===== src/rtl/com_bus_arbiter.sv =====
// Coherence bus arbiter: round-robin proc-level ownership with a nested
// fixed-priority snoop level (cache write-backs first, then memory).
module com_bus_arbiter #(
  parameter int unsigned NUM_REQ  = 8,
  parameter int unsigned MAX_HOLD = 64
) (
  input  logic                       clk,
  input  logic                       rst,
  input  logic [NUM_REQ-1:0]         Com_Bus_Req_proc,
  output logic [NUM_REQ-1:0]         Com_Bus_Gnt_proc,
  input  logic [NUM_REQ-1:0]         Com_Bus_Req_snoop,
  output logic [NUM_REQ-1:0]         Com_Bus_Gnt_snoop,
  input  logic                       Mem_snoop_req,
  output logic                       Mem_snoop_gnt,
  output logic [$clog2(NUM_REQ)-1:0] proc_owner,
  output logic                       bus_busy,
  output logic                       timeout_err
);

  localparam int unsigned IDX_W  = $clog2(NUM_REQ);
  localparam int unsigned HOLD_W = $clog2(MAX_HOLD + 1);

  localparam logic [NUM_REQ-1:0] ONE_HOT0  = NUM_REQ'(1);
  localparam logic [HOLD_W-1:0]  HOLD_MAX  = HOLD_W'(MAX_HOLD);
  localparam logic [HOLD_W-1:0]  HOLD_LAST = HOLD_W'(MAX_HOLD - 1);
  localparam logic [HOLD_W-1:0]  HOLD_ONE  = HOLD_W'(1);
  localparam logic [IDX_W-1:0]   IDX_ONE   = IDX_W'(1);

  typedef enum logic [1:0] {P_IDLE, P_GNT, P_REL} p_state_t;
  typedef enum logic [1:0] {S_IDLE, S_GNT, S_MEM} s_state_t;

  p_state_t          p_state;
  s_state_t          s_state;
  logic [IDX_W-1:0]  rr_ptr;
  logic [HOLD_W-1:0] hold_cnt;
  logic [IDX_W-1:0]  s_idx;

  logic [IDX_W-1:0]  rr_pick;
  logic [IDX_W-1:0]  snp_pick;

  // First requesting proc slot at or after rr_ptr, searching cyclically.
  always_comb begin
    rr_pick = rr_ptr;
    for (int i = NUM_REQ - 1; i >= 0; i--) begin
      if (Com_Bus_Req_proc[rr_ptr + IDX_W'(i)]) begin
        rr_pick = rr_ptr + IDX_W'(i);
      end
    end
  end

  // Lowest-index snoop requester.
  always_comb begin
    snp_pick = '0;
    for (int i = NUM_REQ - 1; i >= 0; i--) begin
      if (Com_Bus_Req_snoop[i]) begin
        snp_pick = IDX_W'(i);
      end
    end
  end

  // Proc-level FSM: grant, hold while owner or a nested snoop is active, turnaround.
  always_ff @(posedge clk) begin
    if (rst) begin
      p_state          <= P_IDLE;
      Com_Bus_Gnt_proc <= '0;
      proc_owner       <= '0;
      bus_busy         <= 1'b0;
      rr_ptr           <= '0;
      hold_cnt         <= '0;
      timeout_err      <= 1'b0;
    end else begin
      case (p_state)
        P_IDLE: begin
          if (|Com_Bus_Req_proc) begin
            p_state          <= P_GNT;
            Com_Bus_Gnt_proc <= ONE_HOT0 << rr_pick;
            proc_owner       <= rr_pick;
            bus_busy         <= 1'b1;
            hold_cnt         <= '0;
          end
        end
        P_GNT: begin
          // Hold-time watchdog only flags; the grant is never revoked.
          if (hold_cnt != HOLD_MAX) begin
            hold_cnt <= hold_cnt + HOLD_ONE;
            if (hold_cnt == HOLD_LAST) begin
              timeout_err <= 1'b1;
            end
          end
          if (!Com_Bus_Req_proc[proc_owner] && (s_state == S_IDLE)) begin
            p_state          <= P_REL;
            Com_Bus_Gnt_proc <= '0;
            bus_busy         <= 1'b0;
            rr_ptr           <= proc_owner + IDX_ONE;
          end
        end
        P_REL: begin
          p_state <= P_IDLE;
        end
        default: begin
          p_state <= P_IDLE;
        end
      endcase
    end
  end

  // Snoop-level FSM: cache snoops (only inside a proc transaction) beat memory.
  always_ff @(posedge clk) begin
    if (rst) begin
      s_state           <= S_IDLE;
      s_idx             <= '0;
      Com_Bus_Gnt_snoop <= '0;
      Mem_snoop_gnt     <= 1'b0;
    end else begin
      case (s_state)
        S_IDLE: begin
          if ((p_state == P_GNT) && (|Com_Bus_Req_snoop)) begin
            s_state           <= S_GNT;
            s_idx             <= snp_pick;
            Com_Bus_Gnt_snoop <= ONE_HOT0 << snp_pick;
          end else if (Mem_snoop_req) begin
            s_state       <= S_MEM;
            Mem_snoop_gnt <= 1'b1;
          end
        end
        S_GNT: begin
          if (!Com_Bus_Req_snoop[s_idx]) begin
            s_state           <= S_IDLE;
            Com_Bus_Gnt_snoop <= '0;
          end
        end
        S_MEM: begin
          if (!Mem_snoop_req) begin
            s_state       <= S_IDLE;
            Mem_snoop_gnt <= 1'b0;
          end
        end
        default: begin
          s_state <= S_IDLE;
        end
      endcase
    end
  end

endmodule


===== config.mk =====
export PLATFORM = sky130hd
export DESIGN_NAME = com_bus_arbiter
export DESIGN_NICKNAME = d
export VERILOG_FILES = /design/src/rtl/com_bus_arbiter.sv
export SDC_FILE = /design/constraint.sdc
export NUM_CORES = 1
export LEC_CHECK = 0
export BUFFER_PORTS_ARGS = -buffer_cell sky130_fd_sc_hd__buf_2
export CELL_PAD_IN_SITES_DETAIL_PLACEMENT = 0
export CELL_PAD_IN_SITES_GLOBAL_PLACEMENT = 1
export CORE_AREA = 5 5 121 89
export DETAILED_ROUTE_END_ITERATION = 10
export DIE_AREA = 0 0 126 94
export PLACE_DENSITY = 0.6
export SLEW_MARGIN = 20
export SYNTH_ARGS = -nofsm -noshare
export SYNTH_HDL_FRONTEND = slang
export SYNTH_SLANG_ARGS = --single-unit

===== constraint.sdc =====
create_clock -name clk -period 3.25 [get_ports clk]
set_clock_uncertainty 0.2 [all_clocks]
set_input_delay 0.4875 -clock clk [delete_from_list [all_inputs] [get_ports clk]]
set_output_delay 0.4875 -clock clk [all_outputs]
set_load 0.1 [all_outputs]

== After elaboration in Yosys (flattened, before gate mapping) ==
Cells that the tools add are included.
Word-level totals
  logic and storage cells: 126
  output and inout bits: 22
  register bits: 39
  input bits: 19
Operators by class
  equal/unequal tests: 14
  order comparisons: 10
  $add $sub $neg: 9
  reductions and logical operators: 20
  mux-type cells: 60
  shift-type cells: 2
Operators with widths (count)
  2-to-1 mux 3 bit: 16
  < comparator 3 x 4 -> 1 bit, second input constant: 10
  2-to-1 mux 8 bit: 4
  one-hot mux 8 bit (2 select lines): 2
  binary-select mux 1 bit (select 3 bit): 10
  OR reduction 8 bit: 2
  left shift 1 x 3 -> 8 bit, first input constant: 2
  2-to-1 mux 1 bit: 15
  AND reduction 3 bit: 5
  2-to-1 mux 7 bit: 2
  != test 2 bit, second input constant: 7
  one-hot mux 7 bit (2 select lines): 1
  adder 3 bit, second input constant: 4
  2-to-1 mux 2 bit: 6
  AND reduction 2 bit: 4
  adder 7 x 1 -> 7 bit, second input constant: 1
  == test 7 x 6 -> 1 bit, second input constant: 1
  != test 7 bit, second input constant: 1
  adder 3 x 1 -> 3 bit, second input constant: 2
  adder 3 x 2 -> 3 bit, second input constant: 2
  one-hot mux 2 bit (3 select lines): 1
  nonzero test 2 bit: 3
  == test 2 x 1 -> 1 bit, second input constant: 2
  zero test 2 bit: 2
  other kinds (8): 10

== Longest topological paths before layout ==
  word-level depth: 14
  depth in mapped cells: 11

== Least setup slack after synthesis ==
OpenSTA, ideal clock, no wires.
  kind: register to register
  from: register rr_ptr[0]
  to: register Com_Bus_Gnt_proc[0]
  path buffers: 3
  cell stages (with the launch flop): 12
  setup slack: -0.086 ns
  library setup time: 0.087 ns
  arrival: 3.049 ns
  cell sequence: dfxtp_1 -> buf_6 -> buf_2 -> inv_1 -> ha_1 -> buf_2 -> mux4_2 -> mux2_2 -> a31oi_1 -> nor3_1 -> or4b_4 -> o31ai_1
On the way
  word-level cells in the longest chain between the ends: 14
  elaborated cells on any way between the ends: 34
  those cells by class: 7 x add/sub; 1 x shift; 26 x mux
RTL lines
  from (decl): line 34  | logic [IDX_W-1:0] rr_ptr;
  from (signal assigned): line 94  | rr_ptr <= proc_owner + IDX_ONE;
  adder 3 bit: line 45, 46
  binary-select mux 1 bit (select 3 bit): line 45  | if (Com_Bus_Req_proc[rr_ptr + IDX_W'(i)]) begin
  2-to-1 mux 1 bit (not written as such): line 45
  2-to-1 mux 3 bit (7 in a row): line 45
  2-to-1 mux 3 bit (*): line 45
  left shift 1 x 3 -> 8 bit (*): line 76  | Com_Bus_Gnt_proc <= ONE_HOT0 << rr_pick;
  2-to-1 mux 8 bit (*): line 74  | if (|Com_Bus_Req_proc) begin
  one-hot mux 8 bit (2 select lines) (*): line 72  | case (p_state)
  to (signal assigned): line 76
  to (decl): line 10  | output logic [NUM_REQ-1:0] Com_Bus_Gnt_proc,
Every way passes the cells marked *; elsewhere a longest branch is shown, timed or not. The select of a mux whose other input is x is not followed.
A chain may end at the register's enable or synchronous reset.

== Final worst setup path ==
  from: register rr_ptr[1]
  to: register Com_Bus_Gnt_proc[5]
The elaborated chain is that of the path after synthesis.

==> results.json <==
{
  "wire_per_inst_um": 14.59,
  "ir_drop_mv": 0.2489,
  "drt-total-wl_um": 6668,
  "max_freq_mhz": 332.1,
  "vias": 2286,
  "numCtsBuffers": 5,
  "n_antenna_cell": 0,
  "crit_type": "reg2reg",
  "crit_family": "multiplexers",
  "end_kind": "flop",
  "clk_path_buf_depth": 2,
  "status": "finished clean",
  "p_leak_nw": 1.185,
  "syn-num-nets": 309,
  "rows": 30,
  "drc_errors": 0,
  "synth_area_leaders": "dfxtp_1, mux4_2, nor2_1",
  "fin_crit_ps": 3011,
  "crit_path_top_delay_cell": "mux4_2",
  "syn_area_per_cell_um2": 9.061,
  "via_per_inst": 5.002,
  "rsz0062_at_grt": "false",
  "finalNonFillerCells": 457,
  "ant_nets": 0,
  "worstMarginPinSlew_ps": 926.1,
  "hold_viol": 0,
  "crit_buf_inv": 1,
  "crit_arrival_ps": 2960,
  "clock-sinks": 39,
  "num-nets-final": 352,
  "p_total_mw": 2.834,
  "start_kind": "flop",
  "die_y_um": 94,
  "slew_headroom": 0.3745,
  "crit_path_max_fanout": 7,
  "drtPass1Iterations": 5,
  "clockRootBuffer": "clkbuf_16",
  "port_buffers": 40,
  "synth.distinct_cells": 56,
  "post-route-period-util": 0.9265,
  "synth_area_um2": 2582,
  "cts_tree": "done",
  "clk_latency_ps": 290,
  "synth.top_cell.area_share": 0.3023,
  "post-dp-hpwl_um": 5033,
  "finalInstanceArea_um2": 3085,
  "critPathRequiredTime_ps": 3200,
  "placed_area_um2": 2932,
  "ys_ff_latch": 39,
  "grt_first_pass_wirelength_um": 11120,
  "synth_top_cell_by_area": "dfxtp_1",
  "setup_viol": 0,
  "dp.cells": 449,
  "clk_pin_slew_ps": 60,
  "final_layout_size_suffix_gt1_frac": 0.2644,
  "crit_chain": "inv_1 > ha_2 > mux4_2 > mux2i_1 > or4_1 > o2111ai_1 > o31ai_1 > o31ai_1",
  "die_w_um": 126,
  "yosysSeqAreaShare": 0.3023,
  "max-cap-violations": 0,
  "ys_warn_count": 0,
  "synthCells": 285,
  "grt_usage": 0.1157,
  "synth_ff_type": "dfxtp_1",
  "hold_class": "reg2reg",
  "grt_remaining_overflow": 0,
  "pwr_density_cell_nw_per_um2": 918.6,
  "die-area_um2": 11840,
  "grt_pass1_vias": 2117,
  "slew_violations": 0,
  "synth_edf_count": 0,
  "routabilityCongestion": 0.8264,
  "htreeDepth": 2,
  "syn_to_final_growth_pct": 19.48,
  "setup_tns_ps": 0,
  "core_um2": 9459,
  "slowest_delay_ps": 580,
  "async_flop_share": 0,
  "start_util": 0.2730,
  "antenna_found_initial": 0,
  "ctsHoldBuffers": 0,
  "grt_max_degree": 29,
  "drt_iter0_drc": 230,
  "crit_top_cell": "o31ai_1",
  "num_io_pins": 41
}
[worst min-delay path, stage by stage, from the launching register on]
cell	delay, ps
dfxtp_1	320
nand2_1	50
o31ai_1	50
[final cells by class]
class,instances,area [um2]
clock inverter,3,20.02
sequential,39,780.7
inverter,18,67.56
timing repair buffer,48,260.3
multi-input combinational,216,1672
clock buffer,5,125.1
tap,128,160.2
fill,979,6374
[synthesized netlist by cell type (all sizes together), types with 3 or more instances]
| library cell | count |
|---|---|
| a31oi | 4 |
| inv | 18 |
| ha | 5 |
| xor2 | 4 |
| or3 | 5 |
| nor3 | 7 |
| nor2 | 30 |
| a21oi | 15 |
| dfxtp | 39 |
| xnor2 | 3 |
| a22oi | 7 |
| mux2i | 7 |
| clkbuf | 5 |
| and2 | 3 |
| a32oi | 3 |
| buf | 7 |
| o31ai | 9 |
| nand2b | 5 |
| mux4 | 16 |
| a211oi | 6 |
| o21ai | 8 |
| or2 | 4 |
| mux2 | 7 |
| nand2 | 23 |
| nor2b | 3 |
| nand3 | 6 |
| nor4 | 4 |
| nand4 | 3 |
[stage by stage]
stage	setup WS, ps	util	hold slack [ps]
global route	20.29	0.3262	278.0
floorplan	15.26	-	241.4
global placement	244.0	0.3099	242.4
CTS	181.8	0.3253	248.7
finish	239.0	0.3262	243.4
detailed placement	189.0	0.3099	233.7
[power breakdown]
group | leakage [nW] | switching [mW] | internal [mW] | total [mW]
sequential | 0.318 | 0.105 | 0.565 | 0.670
clock | 0.0658 | 0.200 | 0.283 | 0.483
combinational | 0.801 | 1.09 | 0.591 | 1.68
total | 1.18 | 1.40 | 1.44 | 2.83
[sequential cells by signal, indices dropped and copies added (netlist names)]
signal and cells:
Com_Bus_Gnt_snoop 8, p_state 2, Mem_snoop_gnt 1, s_state 2
proc_owner 3, timeout_err 1, Com_Bus_Gnt_proc 8, s_idx 3
hold_cnt 7, rr_ptr 3, bus_busy 1
[worst paths after layout]
path | from | to | slack (ps) | cells past startpoint
worst min register to register | Com_Bus_Gnt_proc[7] | Com_Bus_Gnt_proc[7] | 240 | 2
worst max register to register | rr_ptr[1] | Com_Bus_Gnt_proc[5] | 240 | 8
worst max-delay path | rr_ptr[1] | Com_Bus_Gnt_proc[5] | 240 | 8
worst min-delay path | Com_Bus_Gnt_proc[7] | Com_Bus_Gnt_proc[7] | 240 | 2
[layout by cell type, fill, tap and decap left out, drive strengths merged, types with 7 or more instances in the layout]
cell type | netlist | final
buf | 7 | 48
dfxtp | 39 | 39
nor2 | 30 | 30
nand2 | 23 | 23
inv | 18 | 18
mux4 | 16 | 16
a21oi | 15 | 15
o31ai | 9 | 9
o21ai | 8 | 8
mux2i | 7 | 7
a22oi | 7 | 7
nor3 | 7 | 7
mux2 | 7 | 7
[per-layer routing]
layer | share of wire | vias up | GRT usage
met3 | 0.061 | 5 | 0.03466
met4 | 0.0060 | 0 | 0.02679
met2 | 0.42 | 61 | 0.1584
met1 | 0.52 | 1059 | 0.1749
met5 | 0 | - | 0
li1 | - | 1161 | -
[cells by family after synthesis]
kind of cell / count (synthesis) / share of synthesized area
AND/OR/NAND/NOR: 103 / 0.2001
AO/OA/AOI/OAI: 71 / 0.1972
flip-flops: 39 / 0.3023
buffers and inverters: 30 / 0.05377
multiplexers: 30 / 0.1986
XOR/XNOR: 7 / 0.02374
adder cells (fa/ha/maj): 5 / 0.02422
[what timing repair did]
action / in CTS / in global routing
setup endpoints to repair: 0 / 6
setup buffers: 0 / 0
gates resized for setup: 0 / 2
Power figures use the tool's default switching activity.
